--- src/rtl/stack_slider_if.sv ---
// Handshake and draw bus between the block-stacker game logic and stack_slider.
interface stack_slider_if #(
  parameter int unsigned X_W   = 8,
  parameter int unsigned Y_W   = 7,
  parameter int unsigned LVL_W = 5
);
  logic             start;
  logic             step_tick;
  logic             drop;
  logic             drop_ack;
  logic             drop_hit;
  logic [2:0]       colour_in;
  logic             colour_erase_enable;
  logic [X_W-1:0]   x;
  logic [Y_W-1:0]   y;
  logic             dir;
  logic [LVL_W-1:0] level;
  logic             drop_valid;
  logic [X_W-1:0]   drop_x;
  logic             game_over;
  logic             win;
  logic [2:0]       colour;

  modport master (
    output start, step_tick, drop, drop_ack, drop_hit, colour_in, colour_erase_enable,
    input  x, y, dir, level, drop_valid, drop_x, game_over, win, colour
  );

  modport slave (
    input  start, step_tick, drop, drop_ack, drop_hit, colour_in, colour_erase_enable,
    output x, y, dir, level, drop_valid, drop_x, game_over, win, colour
  );
endinterface

--- src/rtl/stack_slider.sv ---
// Moving-block position generator: bounces the block, freezes it on drop, climbs a row per hit.
// Optional SLIDER_SPEEDUP_EN: move period shrinks by one tick per level down to PERIOD_MIN.
module stack_slider #(
  parameter int unsigned X_W         = 8,
  parameter int unsigned Y_W         = 7,
  parameter int unsigned X_MAX       = 156,
  parameter int unsigned STEP        = 4,
  parameter int unsigned Y_START     = 116,
  parameter int unsigned ROW_H       = 4,
  parameter int unsigned ROWS        = 30,
  parameter int unsigned LVL_W       = 5,
  parameter int unsigned CNT_W       = 4,
  parameter int unsigned PERIOD_INIT = 8,
  parameter int unsigned PERIOD_MIN  = 2
) (
  input logic          clk,
  input logic          reset,
  stack_slider_if.slave bus
);

  typedef enum logic [2:0] {
    S_IDLE = 3'd0,
    S_MOVE = 3'd1,
    S_HOLD = 3'd2,
    S_DONE = 3'd3,
    S_WIN  = 3'd4
  } state_t;

  state_t           r_state, w_state_nxt;
  logic [X_W-1:0]   r_x, w_x_nxt;
  logic [Y_W-1:0]   r_y, w_y_nxt;
  logic             r_dir, w_dir_nxt;
  logic [LVL_W-1:0] r_level, w_level_nxt;
  logic [CNT_W-1:0] r_presc, w_presc_nxt;
  logic             r_drop_valid, w_drop_valid_nxt;
  logic [X_W-1:0]   r_drop_x, w_drop_x_nxt;
  logic             r_game_over, w_game_over_nxt;
  logic             r_win, w_win_nxt;
  logic [CNT_W-1:0] w_period;
  logic [CNT_W-1:0] w_period_m1;

`ifdef SLIDER_SPEEDUP_EN
  localparam int unsigned SPAN = PERIOD_INIT - PERIOD_MIN;
  always_comb begin
    if (32'(r_level) >= SPAN) w_period = CNT_W'(PERIOD_MIN);
    else                      w_period = CNT_W'(PERIOD_INIT - 32'(r_level));
  end
`else
  always_comb w_period = CNT_W'(PERIOD_INIT);
`endif

  assign w_period_m1 = w_period - CNT_W'(1);

  // State and datapath registers, synchronous active-low reset
  always_ff @(posedge clk) begin
    if (!reset) begin
      r_state      <= S_IDLE;
      r_x          <= '0;
      r_y          <= Y_W'(Y_START);
      r_dir        <= 1'b1;
      r_level      <= '0;
      r_presc      <= '0;
      r_drop_valid <= 1'b0;
      r_drop_x     <= '0;
      r_game_over  <= 1'b0;
      r_win        <= 1'b0;
    end else begin
      r_state      <= w_state_nxt;
      r_x          <= w_x_nxt;
      r_y          <= w_y_nxt;
      r_dir        <= w_dir_nxt;
      r_level      <= w_level_nxt;
      r_presc      <= w_presc_nxt;
      r_drop_valid <= w_drop_valid_nxt;
      r_drop_x     <= w_drop_x_nxt;
      r_game_over  <= w_game_over_nxt;
      r_win        <= w_win_nxt;
    end
  end

  // Next-state and next-datapath logic
  always_comb begin
    w_state_nxt      = r_state;
    w_x_nxt          = r_x;
    w_y_nxt          = r_y;
    w_dir_nxt        = r_dir;
    w_level_nxt      = r_level;
    w_presc_nxt      = r_presc;
    w_drop_valid_nxt = r_drop_valid;
    w_drop_x_nxt     = r_drop_x;
    w_game_over_nxt  = r_game_over;
    w_win_nxt        = r_win;

    case (r_state)
      S_IDLE, S_DONE, S_WIN: begin
        if (bus.start) begin
          w_state_nxt     = S_MOVE;
          w_x_nxt         = '0;
          w_dir_nxt       = 1'b1;
          w_y_nxt         = Y_W'(Y_START);
          w_level_nxt     = '0;
          w_presc_nxt     = '0;
          w_game_over_nxt = 1'b0;
          w_win_nxt       = 1'b0;
        end
      end

      S_MOVE: begin
        // A drop freezes the block even if a move was due this cycle
        if (bus.drop) begin
          w_state_nxt      = S_HOLD;
          w_drop_valid_nxt = 1'b1;
          w_drop_x_nxt     = r_x;
        end else if (bus.step_tick) begin
          if (r_presc == w_period_m1) begin
            w_presc_nxt = '0;
            if (r_dir) begin
              if (r_x == X_W'(X_MAX)) begin
                w_x_nxt   = X_W'(X_MAX - STEP);
                w_dir_nxt = 1'b0;
              end else begin
                w_x_nxt = r_x + X_W'(STEP);
              end
            end else begin
              if (r_x == '0) begin
                w_x_nxt   = X_W'(STEP);
                w_dir_nxt = 1'b1;
              end else begin
                w_x_nxt = r_x - X_W'(STEP);
              end
            end
          end else begin
            w_presc_nxt = r_presc + CNT_W'(1);
          end
        end
      end

      S_HOLD: begin
        if (bus.drop_ack) begin
          w_drop_valid_nxt = 1'b0;
          if (bus.drop_hit) begin
            if (r_level == LVL_W'(ROWS - 1)) begin
              w_state_nxt = S_WIN;
              w_win_nxt   = 1'b1;
            end else begin
              w_state_nxt = S_MOVE;
              w_y_nxt     = r_y - Y_W'(ROW_H);
              w_level_nxt = r_level + LVL_W'(1);
              w_x_nxt     = '0;
              w_dir_nxt   = 1'b1;
              w_presc_nxt = '0;
            end
          end else begin
            w_state_nxt     = S_DONE;
            w_game_over_nxt = 1'b1;
          end
        end
      end

      default: w_state_nxt = S_IDLE;
    endcase
  end

  assign bus.x          = r_x;
  assign bus.y          = r_y;
  assign bus.dir        = r_dir;
  assign bus.level      = r_level;
  assign bus.drop_valid = r_drop_valid;
  assign bus.drop_x     = r_drop_x;
  assign bus.game_over  = r_game_over;
  assign bus.win        = r_win;
  assign bus.colour     = bus.colour_erase_enable ? 3'd0 : bus.colour_in;

endmodule

--- src/flat_wrapper.sv ---
// flat-port wrapper written by rule: the top's interface ports become plain ports
module stack_slider_flat 
#(
  parameter int unsigned X_W         = 8,
  parameter int unsigned Y_W         = 7,
  parameter int unsigned X_MAX       = 156,
  parameter int unsigned STEP        = 4,
  parameter int unsigned Y_START     = 116,
  parameter int unsigned ROW_H       = 4,
  parameter int unsigned ROWS        = 30,
  parameter int unsigned LVL_W       = 5,
  parameter int unsigned CNT_W       = 4,
  parameter int unsigned PERIOD_INIT = 8,
  parameter int unsigned PERIOD_MIN  = 2
)
  (clk, reset, bus_start, bus_step_tick, bus_drop, bus_drop_ack, bus_drop_hit, bus_colour_in, bus_colour_erase_enable, bus_x, bus_y, bus_dir, bus_level, bus_drop_valid, bus_drop_x, bus_game_over, bus_win, bus_colour);
  stack_slider_if #(.X_W(X_W), .Y_W(Y_W), .LVL_W(LVL_W)) bus_i ();
  input logic clk;
  input logic reset;
  input wire logic [$bits(bus_i.start)-1:0] bus_start;
  input wire logic [$bits(bus_i.step_tick)-1:0] bus_step_tick;
  input wire logic [$bits(bus_i.drop)-1:0] bus_drop;
  input wire logic [$bits(bus_i.drop_ack)-1:0] bus_drop_ack;
  input wire logic [$bits(bus_i.drop_hit)-1:0] bus_drop_hit;
  input wire logic [$bits(bus_i.colour_in)-1:0] bus_colour_in;
  input wire logic [$bits(bus_i.colour_erase_enable)-1:0] bus_colour_erase_enable;
  output wire logic [$bits(bus_i.x)-1:0] bus_x;
  output wire logic [$bits(bus_i.y)-1:0] bus_y;
  output wire logic [$bits(bus_i.dir)-1:0] bus_dir;
  output wire logic [$bits(bus_i.level)-1:0] bus_level;
  output wire logic [$bits(bus_i.drop_valid)-1:0] bus_drop_valid;
  output wire logic [$bits(bus_i.drop_x)-1:0] bus_drop_x;
  output wire logic [$bits(bus_i.game_over)-1:0] bus_game_over;
  output wire logic [$bits(bus_i.win)-1:0] bus_win;
  output wire logic [$bits(bus_i.colour)-1:0] bus_colour;
  assign bus_i.start = bus_start;
  assign bus_i.step_tick = bus_step_tick;
  assign bus_i.drop = bus_drop;
  assign bus_i.drop_ack = bus_drop_ack;
  assign bus_i.drop_hit = bus_drop_hit;
  assign bus_i.colour_in = bus_colour_in;
  assign bus_i.colour_erase_enable = bus_colour_erase_enable;
  assign bus_x = bus_i.x;
  assign bus_y = bus_i.y;
  assign bus_dir = bus_i.dir;
  assign bus_level = bus_i.level;
  assign bus_drop_valid = bus_i.drop_valid;
  assign bus_drop_x = bus_i.drop_x;
  assign bus_game_over = bus_i.game_over;
  assign bus_win = bus_i.win;
  assign bus_colour = bus_i.colour;
  stack_slider #(.X_W(X_W), .Y_W(Y_W), .X_MAX(X_MAX), .STEP(STEP), .Y_START(Y_START), .ROW_H(ROW_H), .ROWS(ROWS), .LVL_W(LVL_W), .CNT_W(CNT_W), .PERIOD_INIT(PERIOD_INIT), .PERIOD_MIN(PERIOD_MIN)) u_core (.clk(clk), .reset(reset), .bus(bus_i));
endmodule
--- config.mk ---
export PLATFORM = sky130hd
export DESIGN_NAME = stack_slider_flat
export DESIGN_NICKNAME = d
export VERILOG_FILES = /design/src/rtl/stack_slider_if.sv /design/src/rtl/stack_slider.sv /design/src/flat_wrapper.sv
export SDC_FILE = /design/constraint.sdc
export NUM_CORES = 1
export LEC_CHECK = 0
export CAP_MARGIN = 20
export CORE_MARGIN = 4
export CORE_UTILIZATION = 50
export DETAILED_ROUTE_END_ITERATION = 12
export GPL_TIMING_DRIVEN = 0
export PLACE_DENSITY = 0.77
export SLEW_MARGIN = 20
export SYNTH_ARGS = -nofsm -noshare
export SYNTH_HDL_FRONTEND = slang
export SYNTH_SLANG_ARGS = --single-unit
--- constraint.sdc ---
create_clock -name clk -period 2.35 [get_ports clk]
set_clock_uncertainty 0.1 [all_clocks]
set_input_delay 0.47 -clock clk [delete_from_list [all_inputs] [get_ports clk]]
set_output_delay 0.47 -clock clk [all_outputs]
set_load 0.01 [all_outputs]
==> metrics.txt <==
status completed; Top FF cell, synth dfxtp_1; CP max stage delay approximately 0.54 ns; P per Cell Area a little under 600 nW/um2; Hold Slack roughly 0.38 ns; Worst-path clk slew 0.07 ns; height of the die between 70 and 80 um; Rel. slew slack 0.569; ys async rst share 0; CTS tree yes; Max VDD drop between 0.0003 and 0.0004 V; Congestion Overflow GR 0; Total GRT Usage 0.194; clk buf depth 2; Synth cell types 62; FF-to-FF setup slack between 0.3 and 0.4 ns; FP Rows 22; clock network latency to the later pin of the worst-skew pair approximately 0.29 ns; Synth Area in Adders 0.0493; Synthesis Warnings 0; hold endpoint u_core.r_presc[1]$_SDFFE_PN0P_; Worst Hold Depth 2; Vias 1883; DR pass1 iterations 4; post-synthesis xor/xnor area fraction 0.0173; initial antenna violation count 0; Hold Crit Class reg2reg; Final Hold Fails 0; worst slew pin tran ~0.64 ns; CORE AREA approximately 3800 um2; Worst Hold Launch u_core.r_presc[1]$_SDFFE_PN0P_; wire per inst around 14 um; RSZ-0062 raised after global routing no; Netlist Area Pre-Place slightly above 2000 um2; period utilisation layout 0.916; largest net degree at the start of global routing 11; Setup crit end kind output pin; PostCTS Resize Cnt 0; Synth Area in Simple Gates 0.287; I/O Buffers 39; critical path startpoint category input pin; Top delay family on crit path buffers and inverters; RR Startpoint u_core.bus.level[1]$_SDFFE_PN0P_; Avg Inst Size Synth about 8.5 um2; drt drc 0; Crit-path slowest cell clkdlybuf4s50_1; CTS H-tree depth 2; Antenna diodes 0; die area ~5100 um2; Post-CTS Hold Fix Bufs 0; ANT nets after route 0; Die Wd between 70 and 80 um; Final nets between 300 and 400; area grow syn2layout 27.2%; most frequent cell on the critical path clkdlybuf4s50_1; CP Cell Sequence clkdlybuf4s50_1, nor2b_1, clkdlybuf4s50_1; count of final setup violators 0; mux contribution to synthesized area 0.0444; R2R Path End u_core.bus.x[6]$_SDFFE_PN0P_; routability-driven placement congestion ratio around 0.8; critical path required time around 1.8 ns; FF-to-FF path depth 7; total CTS buffers 5; # IOs between 40 and 50; TNS Setup 0 ns; largest family of logic cells by synthesized area simple AND/OR/NAND/NOR gates; share of layout cells above drive strength 1 0.134; Final Max Tran Viols 0; complex-gate fraction of the synthesized area 0.200; cells after synthesis about 240; setup bufs post-CTS 0; Detailed Route Iter0 Violations roughly 180; vias in the first global route between 1500 and 2000; f_max roughly 460 MHz; leakage 0.976 nW; first-pass GRT wire length 7.91 mm; total wire length ~4.8 mm; Worst Path Arrival about 1.6 ns; minimum clock period between 2 and 2.5 ns; vias per cell about 5.6; Post-synth EDFFs 0; CP Buf/Inv Count 2; CP max FO 3; kind of critical path in2out; hpwl dp approximately 3.5 mm; CTS Root Cell clkbuf_8; max-cap violation count 0; clk sinks 33; Starting Density 0.535; Seq/Total Area, Yosys 0.325; flops & latches, synth 33; fillers 320
==> cell families (layout without fill, tap and decap cells) <==
kind of cell | Yosys count | in the layout
adders and majority gates | 8 | 8
xor gates and xnor gates | 4 | 4
other | 1 | 6
DFF | 33 | 33
and+or+nand+nor | 105 | 105
buffers and inverters | 26 | 73
muxes | 9 | 9
AOI/OAI and AO/OA | 53 | 53
==> power by group <==
| part | leakage, nW | internal (mW) | total (mW) | switching (mW) |
|---|---|---|---|---|
| clock | 0.0450 | 0.205 | 0.422 | 0.217 |
| combinational | 0.664 | 0.201 | 0.465 | 0.264 |
| sequential | 0.267 | 0.585 | 0.615 | 0.0300 |
| total | 0.976 | 0.992 | 1.50 | 0.511 |
==> layout make-up <==
| class | count | area, um2 | share of cell area |
|---|---|---|---|
| clock buffer | 6 | 72.6 | 0.0281 |
| tap | 48 | 60.1 | 0.0233 |
| sequential | 33 | 661 | 0.256 |
| inverter | 6 | 22.5 | 0.00872 |
| multi-input combinational | 185 | 1240 | 0.479 |
| timing repair buffer | 39 | 390 | 0.151 |
| buffer | 20 | 129 | 0.0499 |
| clock inverter | 2 | 10.0 | 0.00388 |
==> worst min-delay path, cell delays in order, from the launching register on <==
cell and delay, ns:
dfxtp_1 0.32, nand2_1 0.06, a21oi_1 0.05
==> state kept, by name, summed over array words and instances, names as in the netlist <==
| signal | cells |
|---|---|
| u_core.bus.drop_valid | 1 |
| u_core.bus.y | 5 |
| u_core.bus.x | 6 |
| u_core.bus.win | 1 |
| u_core.r_state | 3 |
| u_core.bus.drop_x | 6 |
| u_core.bus.level | 5 |
| u_core.r_presc | 4 |
| u_core.bus.game_over | 1 |
| u_core.bus.dir | 1 |
==> cell usage after synthesis, drive strengths merged, types with 2 or more instances <==
library cell	n	area [um2]
buf	13	101
or3	2	12.5
nor4	3	31.3
o41ai	2	17.5
nand3	11	60.1
o21ai	10	50.1
xnor2	2	17.5
nor3	4	20.0
nand2	25	109
and2	3	18.8
o22ai	2	25.0
a21oi	12	63.8
mux2i	9	90.1
nor2	28	105
nand4	4	25.0
o31ai	4	30.0
a21boi	3	26.3
and3	3	18.8
nor3b	3	33.8
nand3b	5	37.5
nor2b	3	18.8
dfxtp	33	661
a31oi	5	46.3
and4	2	17.5
ha	8	100
inv	6	22.5
or3b	4	35.0
xor2	2	17.5
clkbuf	7	27.5
==> worst max-delay path by stage <==
| stage | from | end | slack [ns] | cells after the start |
|---|---|---|---|---|
| floorplan | u_core.bus.level[1]$_SDFFE_PN0P_ | u_core.r_presc[0]$_SDFFE_PN0P_ | 0.57 | 7 |
| global placement | bus_drop_ack | u_core.bus.x[6]$_SDFFE_PN0P_ | 0.01 | 6 |
| finish | bus_colour_erase_enable | bus_colour[2] | 0.20 | 3 |
| detailed placement | bus_drop_ack | u_core.bus.x[6]$_SDFFE_PN0P_ | -0.01 | 6 |
| global route | bus_colour_erase_enable | bus_colour[2] | 0.14 | 3 |
| CTS | bus_colour_erase_enable | bus_colour[2] | 0.19 | 3 |
==> through the flow <==
| stage | power [mW] | utilization | setup slack [ns] | instance area [um2] | cells |
|---|---|---|---|---|---|
| 6_report | 1.50 | 0.680 | 0.197 | 2580 | 339 |
| 5_1_grt | 1.58 | 0.680 | 0.145 | 2580 | 339 |
| 4_1_cts | 1.51 | 0.680 | 0.187 | 2580 | 339 |
| 3_5_place_dp | 1.09 | 0.658 | -0.0118 | 2500 | 331 |
| 3_3_place_gp | 1.08 | 0.658 | 0.0103 | 2500 | 331 |
| 2_1_floorplan | 0.956 | - | 0.568 | 2050 | 244 |
==> per-layer routing <==
metal | GRT usage | wire length (um) | up-vias
li1 | - | - | 954
met1 | 0.284 | 2330 | 863
met2 | 0.276 | 2070 | 59
met3 | 0.0435 | 282 | 7
met4 | 0.0689 | 72 | 0
met5 | 0 | 0 | -
==> cell usage in the layout, fill, tap and decap left out, types with 2 or more instances in the layout <==
| master | netlist | layout |
|---|---|---|
| and4_1 | 2 | 2 |
| a21oi_1 | 11 | 11 |
| o31ai_1 | 4 | 4 |
| a31oi_1 | 4 | 4 |
| inv_1 | 6 | 6 |
| nand2_2 | 3 | 3 |
| and2_1 | 3 | 3 |
| o22ai_2 | 2 | 2 |
| dfxtp_1 | 33 | 33 |
| o21ai_0 | 10 | 10 |
| xnor2_1 | 2 | 2 |
| and3_1 | 3 | 3 |
| nand2_1 | 21 | 21 |
| clkbuf_8 | 0 | 5 |
| nand3_1 | 10 | 10 |
| nand4_1 | 4 | 4 |
| clkdlybuf4s50_1 | 0 | 39 |
| or3b_1 | 2 | 2 |
| or3_1 | 2 | 2 |
| mux2i_1 | 9 | 9 |
| clkinv_2 | 0 | 2 |
| a21boi_0 | 2 | 2 |
| buf_6 | 3 | 3 |
| buf_4 | 7 | 7 |
| nand3b_1 | 5 | 5 |
| clkbuf_1 | 6 | 7 |
| buf_2 | 3 | 3 |
| or3b_2 | 2 | 2 |
| nor2b_1 | 3 | 3 |
| nor2_1 | 28 | 28 |
| o41ai_1 | 2 | 2 |
| nor3b_1 | 2 | 2 |
| nor3_1 | 4 | 4 |
| nor4_2 | 2 | 2 |
| conb_1 | 1 | 6 |
| xor2_1 | 2 | 2 |
| ha_1 | 8 | 8 |
No activity file was read; power rests on OpenSTA's default activity.
